$ cat src/rtl/a8_bus_capture.sv
// a8_bus_capture: recovers Atari 8-bit bus cycles from phi2 in the clk200
// domain, filters them through programmable address windows and queues
// matching cycles, time-stamped, in a first-word-fall-through FIFO.
module a8_bus_capture #(
  parameter int NUM_WIN    = 4,
  parameter int DEPTH      = 16,
  parameter int SAMPLE_DLY = 48,
  parameter int TS_W       = 16,
  localparam int WIN_W     = (NUM_WIN > 1) ? $clog2(NUM_WIN) : 1,
  localparam int E_W       = TS_W + WIN_W + 26,
  localparam int AW        = $clog2(DEPTH),
  localparam int CNT_W     = (SAMPLE_DLY > 1) ? $clog2(SAMPLE_DLY) : 1
) (
  input  logic                   clk200,
  input  logic                   rst_n,
  input  logic                   a8_clk,
  input  logic                   a8_rw_n,
  input  logic                   a8_halt_n,
  input  logic [15:0]            a8_addr,
  input  logic [7:0]             a8_data,
  input  logic                   enable,
  input  logic [NUM_WIN*16-1:0]  cfg_lo,
  input  logic [NUM_WIN*16-1:0]  cfg_hi,
  input  logic [NUM_WIN*2-1:0]   cfg_mode,
  input  logic                   clr_ovf,
  output logic                   out_valid,
  input  logic                   out_ready,
  output logic [E_W-1:0]         out_data,
  output logic [AW:0]            fifo_count,
  output logic                   ovf,
  output logic [15:0]            ovf_count
);

  // Saturating increment for the drop counter.
  function automatic logic [15:0] sat_inc16(input logic [15:0] v);
    return (v == 16'hFFFF) ? v : v + 16'd1;
  endfunction

  // Window match: inclusive bounds (lo > hi can never match) and a mode bit
  // selecting reads (bit0) and/or writes (bit1).
  function automatic logic win_hit(input logic [15:0] lo, input logic [15:0] hi,
                                   input logic [1:0] mode, input logic [15:0] addr,
                                   input logic rw_n);
    return (addr >= lo) && (addr <= hi) && (rw_n ? mode[0] : mode[1]);
  endfunction

  // ---- p0: phi2 synchroniser and edge detect ----
  logic sync_p0, sync_p1, sync_p2;
  logic ph_rise;

  assign ph_rise = sync_p1 & ~sync_p2;

  // Two-flop synchroniser plus edge register on phi2.
  always_ff @(posedge clk200 or negedge rst_n) begin
    if (!rst_n) begin
      sync_p0 <= 1'b0;
      sync_p1 <= 1'b0;
      sync_p2 <= 1'b0;
    end else begin
      sync_p0 <= a8_clk;
      sync_p1 <= sync_p0;
      sync_p2 <= sync_p1;
    end
  end

  logic [TS_W-1:0]  ts;
  logic [CNT_W-1:0] dly_cnt;
  logic             dly_run;
  logic             sample_now;

  // A fresh phi2 edge aborts a still-pending sample rather than taking it.
  assign sample_now = dly_run && (dly_cnt == '0) && !ph_rise;

  // Cycle timestamp and sample delay counter, both restarted by each phi2 edge.
  always_ff @(posedge clk200 or negedge rst_n) begin
    if (!rst_n) begin
      ts      <= '0;
      dly_cnt <= '0;
      dly_run <= 1'b0;
    end else begin
      if (ph_rise) begin
        ts      <= ts + 1'b1;
        dly_cnt <= CNT_W'(SAMPLE_DLY - 1);
        dly_run <= 1'b1;
      end else if (dly_run) begin
        if (dly_cnt == '0) dly_run <= 1'b0;
        else               dly_cnt <= dly_cnt - 1'b1;
      end
    end
  end

  // ---- p1: bus sample latched at cycle S ----
  logic              vld_p1;
  logic [15:0]       smp_addr_p1;
  logic [7:0]        smp_data_p1;
  logic              smp_rw_p1;
  logic              smp_halt_p1;
  logic [TS_W-1:0]   smp_ts_p1;

  // Sample-valid strobe for the compare stage.
  always_ff @(posedge clk200 or negedge rst_n) begin
    if (!rst_n) vld_p1 <= 1'b0;
    else        vld_p1 <= sample_now;
  end

  // Bus values are settled by the sample point, so they are taken raw.
  always_ff @(posedge clk200) begin
    if (sample_now) begin
      smp_addr_p1 <= a8_addr;
      smp_data_p1 <= a8_data;
      smp_rw_p1   <= a8_rw_n;
      smp_halt_p1 <= a8_halt_n;
      smp_ts_p1   <= ts;
    end
  end

  logic             hit;
  logic [WIN_W-1:0] hit_win;

  // Priority encode window hits; scanning downward leaves the lowest index.
  always_comb begin
    hit     = 1'b0;
    hit_win = '0;
    for (int i = NUM_WIN - 1; i >= 0; i--) begin
      if (win_hit(cfg_lo[16*i +: 16], cfg_hi[16*i +: 16], cfg_mode[2*i +: 2],
                  smp_addr_p1, smp_rw_p1)) begin
        hit     = 1'b1;
        hit_win = WIN_W'(i);
      end
    end
  end

  logic           push_req, push_ok, pop, full, drop;
  logic [E_W-1:0] entry;

  assign entry    = {smp_ts_p1, hit_win, smp_halt_p1, smp_rw_p1, smp_addr_p1, smp_data_p1};
  assign push_req = vld_p1 & enable & hit;
  assign full     = (fifo_count == (AW+1)'(DEPTH));
  assign out_valid = (fifo_count != '0);
  assign pop      = out_valid & out_ready;
  // A pop in the same cycle frees the slot, so a full FIFO still accepts.
  assign push_ok  = push_req & (~full | pop);
  assign drop     = push_req & full & ~pop;

  // ---- p2: FIFO storage and occupancy ----
  logic [E_W-1:0] mem [DEPTH];
  logic [AW-1:0]  wr_ptr, rd_ptr;

  // Entry storage; contents need no reset since occupancy gates the output.
  always_ff @(posedge clk200) begin
    if (push_ok) mem[wr_ptr] <= entry;
  end

  // Read/write pointers and occupancy counter.
  always_ff @(posedge clk200 or negedge rst_n) begin
    if (!rst_n) begin
      wr_ptr     <= '0;
      rd_ptr     <= '0;
      fifo_count <= '0;
    end else begin
      if (push_ok) wr_ptr <= wr_ptr + 1'b1;
      if (pop)     rd_ptr <= rd_ptr + 1'b1;
      case ({push_ok, pop})
        2'b10:   fifo_count <= fifo_count + 1'b1;
        2'b01:   fifo_count <= fifo_count - 1'b1;
        default: fifo_count <= fifo_count;
      endcase
    end
  end

  assign out_data = out_valid ? mem[rd_ptr] : '0;

  // Sticky overflow flag and drop counter; a drop beats a coincident clear.
  always_ff @(posedge clk200 or negedge rst_n) begin
    if (!rst_n) begin
      ovf       <= 1'b0;
      ovf_count <= '0;
    end else if (drop) begin
      ovf       <= 1'b1;
      ovf_count <= clr_ovf ? 16'd1 : sat_inc16(ovf_count);
    end else if (clr_ovf) begin
      ovf       <= 1'b0;
      ovf_count <= '0;
    end
  end

endmodule

$ cat config.mk
export PLATFORM = sky130hd
export DESIGN_NAME = a8_bus_capture
export DESIGN_NICKNAME = d
export VERILOG_FILES = /design/src/rtl/a8_bus_capture.sv
export SDC_FILE = /design/constraint.sdc
export NUM_CORES = 1
export LEC_CHECK = 0
export CAP_MARGIN = 20
export CELL_PAD_IN_SITES_DETAIL_PLACEMENT = 1
export CELL_PAD_IN_SITES_GLOBAL_PLACEMENT = 1
export CORE_MARGIN = 2
export CORE_UTILIZATION = 45
export DETAILED_ROUTE_END_ITERATION = 6
export HOLD_SLACK_MARGIN = 0.1
export PLACE_DENSITY = 0.7
export SLEW_MARGIN = 30
export SYNTH_ARGS = -nofsm -noshare
export SYNTH_HDL_FRONTEND = slang
export SYNTH_SLANG_ARGS = --single-unit
$ cat constraint.sdc
create_clock -name clk200 -period 8.65 [get_ports clk200]
set_input_delay 1.2975 -clock clk200 [delete_from_list [all_inputs] [get_ports clk200]]
set_output_delay 1.2975 -clock clk200 [all_outputs]
set_load 0.03 [all_outputs]
==> results list, run 1 <==
- Sum of routed wire length over all layers: 83400 um
* Overall fraction of global-route tracks in use: 22.0%
* Time the final worst path needs with I/O delays and setup: 5.61 ns
* Worst path top cell family by delay: simple AND/OR/NAND/NOR gates
- The most critical setup path has its startpoint at cfg_lo[37].
- Cells with a size suffix above 1 make up 19.4% of the layout.
- Routed length per placed instance: 26.5 um
* Upper clock frequency limit: 0.178 GHz
* Launch point of the worst hold path: sync_p0
- Filler Cells Inserted: 6693
* Quantity of hold-fixing buffers added after cts: 0
* Required time of the critical path: 8.90 ns
- Top-area cell type share of the netlist area: 65.7%
- Largest area contributor in the synthesized netlist: edfxtp_1
- Of all nets on the critical path, the largest fanout is 35.
- The net count of the finished layout is 2412.
* 1st-iter DRT viols: 1324
- Actual transition at the worst max-transition pin: 0.967 ns
- # rows: 100
- Setup violations remaining at the end of the flow were counted as 0.
- The flow ran to the end, and the final reports show no timing, DRC or antenna violations.
- TritonRoute pass-1 iters: 5
* Remaining antenna violation count after routing: 0
- CTS saw 803 sinks.
- Root Buffer: clkbuf_16
* Critical path's most frequent cell: buf_4
- Die outline height: 279 um
- Synth Area per Inst: 18.8 sq um
- Hold Vio Cnt, Final: 0
- Cell count after placement: 2978
- Worst Setup Start Kind: primary input
* Core ar.: 74700 sq um
- During I/O placement, the number of pins put on the boundary was 235.
- Number of max-cap violations: 0
- The initial antenna violation count is 7.
- Critical path's slowest cell: nor2_4
* Vias per inst: 5.71
- The later pin in the worst-skew pair is clocked with a latency of 0.64 ns.
- The congestion estimate from routability-driven global placement came to 0.866.
- H-tree lvl count: 3
* Global route total overflow: 0
* Unique masters post-synth: 62
- For this configuration, the core starts out at a cell density of 45.6%.
- In this run the tightest slew margin relative to its limit is 35.5%.
- The max-slew violation total from the final report is 0.
- From synthesis to final layout, the design area changed by 19.3%.
* Largest incremental delay on the critical path: 0.67 ns
- Once layout is complete, the cells apart from fillers number 3142.
* PortBufs: 234
- Clk slew on worst S/H paths: 0.06 ns
- Number of cells on the worst hold path: 0
- Sequential share of the synthesized area: 69.9%
- Summing every instance area after synthesis gives 34100 sq um.
- Core utilization of the finished layout: 54.5%
- Dividing total power by cell area gives a power density of 275 nW/um^2.
* Post-Route Hold Slack: 0.359 ns
- Traced cell by cell, the critical path runs through clkdlybuf4s50_1 -> inv_1 -> ha_1 -> nand2_1 -> or3_1 -> o221ai_1 -> a31oi_1 -> a221o_1 -> a31o_1 -> buf_4 -> nand2b_2 -> nor2_4 -> buf_4.
* RSZ-0062 raised after global routing: no
- Post-CTS Resized: 0
- The worst setup path is of the in2reg kind.
* Worst r2r path cells: 11
- Via count of the first global-routing pass: 19900
- Final setup TNS: 0 ns
* Total area of sequential cells: 23800 sq um
- In this run, synthesis inferred 746 flip-flops with an integrated enable.
* Multi-input gate area: 9570 sq um
- Counting the buffers created by CTS gives 83.
- Detailed placement ended at an HPWL of 49600 um.
- Entering global routing, the biggest net connects 156 pins.
- The number of buffers and inverters on the critical path is 4.
- Clk buf depth: 3
- The die is 279 um wide.
- Class of the tightest hold or removal check: reg2reg
- Fraction of the cycle the final worst path needs: 64.8%
- Top area cells in the synthesized netlist: edfxtp_1, mux4_2, ha_1
* TritonCTS clock tree: yes
* Worst EP arrival: 5.86 ns
- Yosys synthesis warning count: 0
- In the layout the commonest cells are edfxtp_1, clkdlybuf4s50_1, mux4_2.
- Leaving out fill and tap cells, the most frequent cell in the layout is edfxtp_1.
- STA classifies the critical path endpoint as a register.
- After detailed routing, the number of remaining DRC violations is 0.
- Between clock sinks in the finished design, the worst skew comes to 0.0285 ns.
- Share of async-settable or async-resettable flops after synthesis: 7.10%
* Number of synthesized register bits: 803
* Post-synthesis cell count: 1811
- Number of setup buffers added after CTS: 0
* WP depth: 13
* Die footprint: 78000 sq um
- Static Leakage: 0.0138 uW
- Primary FF master, synth: edfxtp_1
- For this block, the via count after detailed routing is 17900.
* Net count after synthesis: 2120
* Maximum resistive drop on vdd: 0.303 mV
- The first global-routing pass estimated 127000 um of wire.
- FF-to-FF Start: smp_addr_p1[5]
==> worst register-to-register path, stage by stage, from the launching register on <==
cell and delay [ns]:
edfxtp_1 0.78, ha_1 0.49, nand2_1 0.06, or3_1 0.34
o221ai_1 0.46, a31oi_1 0.16, a221o_1 0.37, a31o_1 0.20
buf_4 0.24, nand2b_2 0.55, nor2_4 0.68, buf_4 0.66
==> flip-flops by register name, indices dropped and copies added, names as in the netlist <==
signal	cells
dly_cnt	6
dly_run	1
fifo_count	5
mem	704
ovf	1
ovf_count	16
rd_ptr	4
smp_addr_p1	16
smp_data_p1	8
smp_halt_p1	1
smp_rw_p1	1
smp_ts_p1	16
sync_p0	1
sync_p1	1
sync_p2	1
ts	16
vld_p1	1
wr_ptr	4
==> power breakdown <==
part	total, uW	internal (uW)	switching [uW]
combinational	3170	1630	1540
sequential	4410	4240	172
clock	3590	2090	1510
total	11200	7960	3220
==> final timing paths <==
path	end	slack (ns)
max	mem[15][22]	3.04
min	sync_p1	0.36
max reg2reg	mem[15][22]	3.22
min reg2reg	sync_p1	0.36
max in group asynchronous	rd_ptr[1]	7.24
min in group asynchronous	sync_p1	0.82
==> per-layer routing <==
metal / track usage (%) / vias up / share of wire, %
met5: 0 / - / 0
met4: 7.93 / 0 / 2.7
met3: 3.46 / 130 / 4.5
met2: 36.6 / 434 / 50
met1: 29.7 / 9525 / 42
li1: - / 7855 / -
==> cell families (layout without fill, tap and decap cells) <==
kind of cell               count (synthesis)  in the layout  synth area share (%)
xor gates and xnor gates                  28             28                 0.719
other                                      0              7                     0
buffers and inverters                    207            562                  2.35
AOI/OAI and AO/OA                        140            140                  2.69
muxes                                    234            234                  15.0
and+or+nand+nor                          258            258                  4.14
DFF                                      803            803                  69.9
adders and majority gates                141            141                  5.20
==> per-stage QoR <==
stage	setup WS [ns]	power, uW	cell area, sq um
global route	2.76	11600	40700
detailed placement	2.18	7710	37800
CTS	2.80	11300	40500
global placement	2.32	7670	37800
finish	3.04	11200	40700
floorplan	0.284	6600	34100
==> area by class of cell <==
cell class / count / share of cell area (%)
Clock buffer: 92 / 5.24
Antenna cell: 7 / 0.0431
Timing Repair Buffer: 276 / 6.82
Multi-Input combinational cell: 801 / 23.5
Tap cell: 969 / 2.98
Clock inverter: 56 / 1.49
Inverter: 138 / 1.27
Sequential cell: 803 / 58.6
==> cell usage after synthesis (7+ instances only) <==
library cell and number:
mux2i_1 7, nand2b_1 9, and3_1 8, nor4b_1 7, or4_1 13, xnor2_1 23
buf_1 21, dfrtp_1 57, edfxtp_1 746, o21ai_0 16, nor3_1 15, nand3_1 21
mux4_2 221, nor2b_1 53, o31ai_1 10, nor2_1 27, nand4_1 25, ha_1 140
inv_1 137, clkbuf_1 41, a21o_1 11, a21oi_1 54, nand2_1 56
(Power assumes the default switching activity.)
==> inputs of run 2 (changes only) <==
--- a/config.mk
+++ b/config.mk
@@ -12,7 +12,7 @@
 export CORE_UTILIZATION = 45
 export DETAILED_ROUTE_END_ITERATION = 6
 export HOLD_SLACK_MARGIN = 0.1
-export PLACE_DENSITY = 0.7
+export PLACE_DENSITY = 0.73
 export SLEW_MARGIN = 30
 export SYNTH_ARGS = -nofsm -noshare
 export SYNTH_HDL_FRONTEND = slang
==> constraint.sdc (replaced) <==
create_clock -name clk200 -period 4.9 [get_ports clk200]
set_input_delay 0.735 -clock clk200 [delete_from_list [all_inputs] [get_ports clk200]]
set_output_delay 0.735 -clock clk200 [all_outputs]
set_load 0.03 [all_outputs]
==> results list, run 2 (synthesis results as in run 1) <==
- Root Buffer: clkbuf_16
* RSZ-0062 raised after global routing: no
* Nets@finish: 2490 (+3.2%)
* First-pass GRT wire length: 134000 um (+5.3%)
- More flip-flops sit in one register than any other, and that register is mem.
- The longest individual stage delay on the worst path came to 0.62 ns (-0.05 ns).
- Clock Skew: 0.0400 ns (+0.0115 ns)
- The pin count of the biggest net entering global routing is 84 (-46%).
- The number of setup violations in the final report came to 0 (unchanged).
- TritonCTS clock tree: yes
* Most common cell after layout, fill and taps aside: edfxtp_1
* 1st-iter DRT viols: 1516 (+15%)
- Upper clock frequency limit: 0.221 GHz
- Broken down by cell family, the worst path's largest delay share belongs to compound AO/OA/AOI/OAI gates.
- The worst setup path is of the reg2reg kind.
- Detailed-route via count: 18500 (+3.4%)
* Buf+Inv Stages, Crit Path: 2 (-2)
- Critical path's slowest cell: edfxtp_1
- # rows: 100 (unchanged)
* Clk slew on worst S/H paths: 0.06 ns (about the same)
- Time the final worst path needs with I/O delays and setup: 4.52 ns
- The routed wirelength normalized by instance count was 27.5 um (+3.7%).
- The worst path arrival time is 5.00 ns (-0.86 ns).
- The worst-case vdd ir drop came to 0.399 mV (+32%).
- The initial antenna violation count came to 2 (-5).
- Required time of the critical path: 5.38 ns (-3.52 ns)
- The estimated wirelength of the detail-placed design came to 57000 um (+15%).
* Critical Path, Cell by Cell: ha_1 -> nand4_1 -> nor4_1 -> o21ai_0 -> a32o_1 -> a22oi_1 -> a31o_2 -> and2_1 -> inv_1 -> fa_1 -> inv_1 -> a21o_1 -> a21oi_1 -> or3_1 -> mux4_2
- The number of vias per cell after detailed routing is 5.76 (+0.92%).
- The global routing usage summed across all routing layers is 23.3% (+1.3 points).
- Fraction of the cycle the final worst path needs: 92.2%
* Number of CTS-inserted buffers: 86 (+3.6%)
* Number of max-cap violations: 0 (unchanged)
- Static Leakage: 0.0144 uW (+3.9%)
* Gpl congestion: 0.884 (+2.2%)
* Critical path's most frequent cell: inv_1
- Synth-to-Final Area Change: 22.6%
* Effective utilization at floorplan: 45.6% (unchanged)
- The clock latency reported for the late side of the worst-skew pair was 0.65 ns (about the same).
- Fin. max-slew vios: 0 (unchanged)
- Clk buf depth: 3 (unchanged)
- Core ar.: 74700 sq um (unchanged)
- Die span in x: 279 um (unchanged)
- Remaining design rule violation count: 0 (unchanged)
* PortBufs: 234 (unchanged)
- The number of nets with antenna violations after detailed routing was 0 (unchanged).
- The fraction of the core area covered by cells at the end of the flow is 56.0% (+1.5 points).
* Number of top-level pins: 235 (unchanged)
* Cell Pwr Density: 476 nW/um^2 (+73%)
- Worst Setup Start Kind: register
- The number of hold violations in the final report came to 0 (unchanged).
* Peak fanout along the critical path: 8 (-77%)
- The total detailed-routing wirelength was 88600 um (+6.2%).
* Filler Cells Inserted: 6596 (-1.4%)
* Quantity of hold-fixing buffers added after cts: 0 (unchanged)
* Run status: finished clean
- Clock sink total: 803 (unchanged)
- Class of the tightest hold or removal check: in2async
- The worst setup path is captured at a register.
* Share of layout cells above drive strength 1: 22.1% (+2.6 points)
* H-tree lvl count: 3 (unchanged)
- The total power consumption of the routed design was 19900 uW (+78%).
- Actual transition at the worst max-transition pin: 0.970 ns (+0.00222 ns)
* Die footprint: 78000 sq um (unchanged)
- The worst max-slew margin expressed relative to the limit is 35.4% (-0.15 points).
* Via count of the first global-routing pass: 20700 (+3.9%)
- Leaving out fill and tap cells, the most frequent cells in the layout are edfxtp_1, clkdlybuf4s50_1, mux4_2.
* Die outline height: 279 um (unchanged)
- Multi-input gate area: 9680 sq um (+1.1%)
- TritonRoute pass-1 iters: 5 (unchanged)
- Global route total overflow: 0 (unchanged)
- Total area of sequential cells: 23800 sq um (unchanged)
* Max FFs per register: 704 (unchanged)
[run 2: cell count changes in the layout (fill, tap and decap cells not counted), sizes merged]
| cell | previous run | this run |
|---|---|---|
| bufinv | 10 | 6 |
| clkinv | 40 | 32 |
| clkbuf | 92 | 111 |
| buf | 43 | 118 |
| inv | 141 | 139 |
| clkinvlp | 3 | 4 |
| diode | 7 | 2 |
[run 2: through the flow]
step	worst slack [ns]	setup TNS, ns	std cells	instance area, sq um	hold slack, ns
final	0.384	0	3218	41800	0.262
after CTS	0.156	0	3212	41800	0.262
after detailed placement	-0.271	-26.38	3058	39000	0.343
after floorplan	-0.864	-341.93	1811	34200	0.331
after global placement	-0.119	-0.119	3058	39000	0.339
after global routing	0.0833	0	3218	41800	0.292
[run 2: report_power, final]
group / total, uW / internal, uW / leakage (uW) / switching [uW]
Sequential: 7760 / 7480 / 0.00725 / 275
Combinational: 5760 / 2950 / 0.00576 / 2800
Clock: 6380 / 3700 / 0.00134 / 2680
Total: 19900 / 14100 / 0.0144 / 5760
[run 2: timing repair]
| action | 4_1_cts | 5_1_grt |
|---|---|---|
| setup endpoints to repair | 0 | 1 |
| endpoints found under the hold margin | 0 | 0 |
| buffers inserted | 0 | 4 |
| gates resized for setup | 0 | 1 |
[run 2: final cells by class]
type                       count  share of cell area [%]
antenna                        2                  0.0120
multi-input combinational    801                    23.2
tap                          969                    2.90
clock buffer                 111                    5.60
inverter                     138                    1.24
sequential                   803                    57.0
timing repair buffer         351                    9.01
clock inverter                43                    1.04
[run 2: worst paths after layout]
check,startpoint,end,slack [ns],depth (start not counted)
min in group clk200,sync_p0,sync_p1,0.35,0
worst min-delay path,rst_n,dly_cnt[3],0.26,2
worst min register to register,sync_p0,sync_p1,0.35,0
max in group asynchronous,rst_n,rd_ptr[0],3.99,2
worst max-delay path,smp_addr_p1[14],fifo_count[4],0.38,15
worst max register to register,smp_addr_p1[14],fifo_count[4],0.38,15
[run 2: metal layers]
layer / routed length, um / vias to the layer above / global-route usage (%)
met5: 0 / - / 0
met4: 2660 / 0 / 7.51
met3: 4040 / 145 / 3.84
met2: 45500 / 504 / 39.7
met1: 36400 / 9867 / 30.7
li1: - / 8032 / -
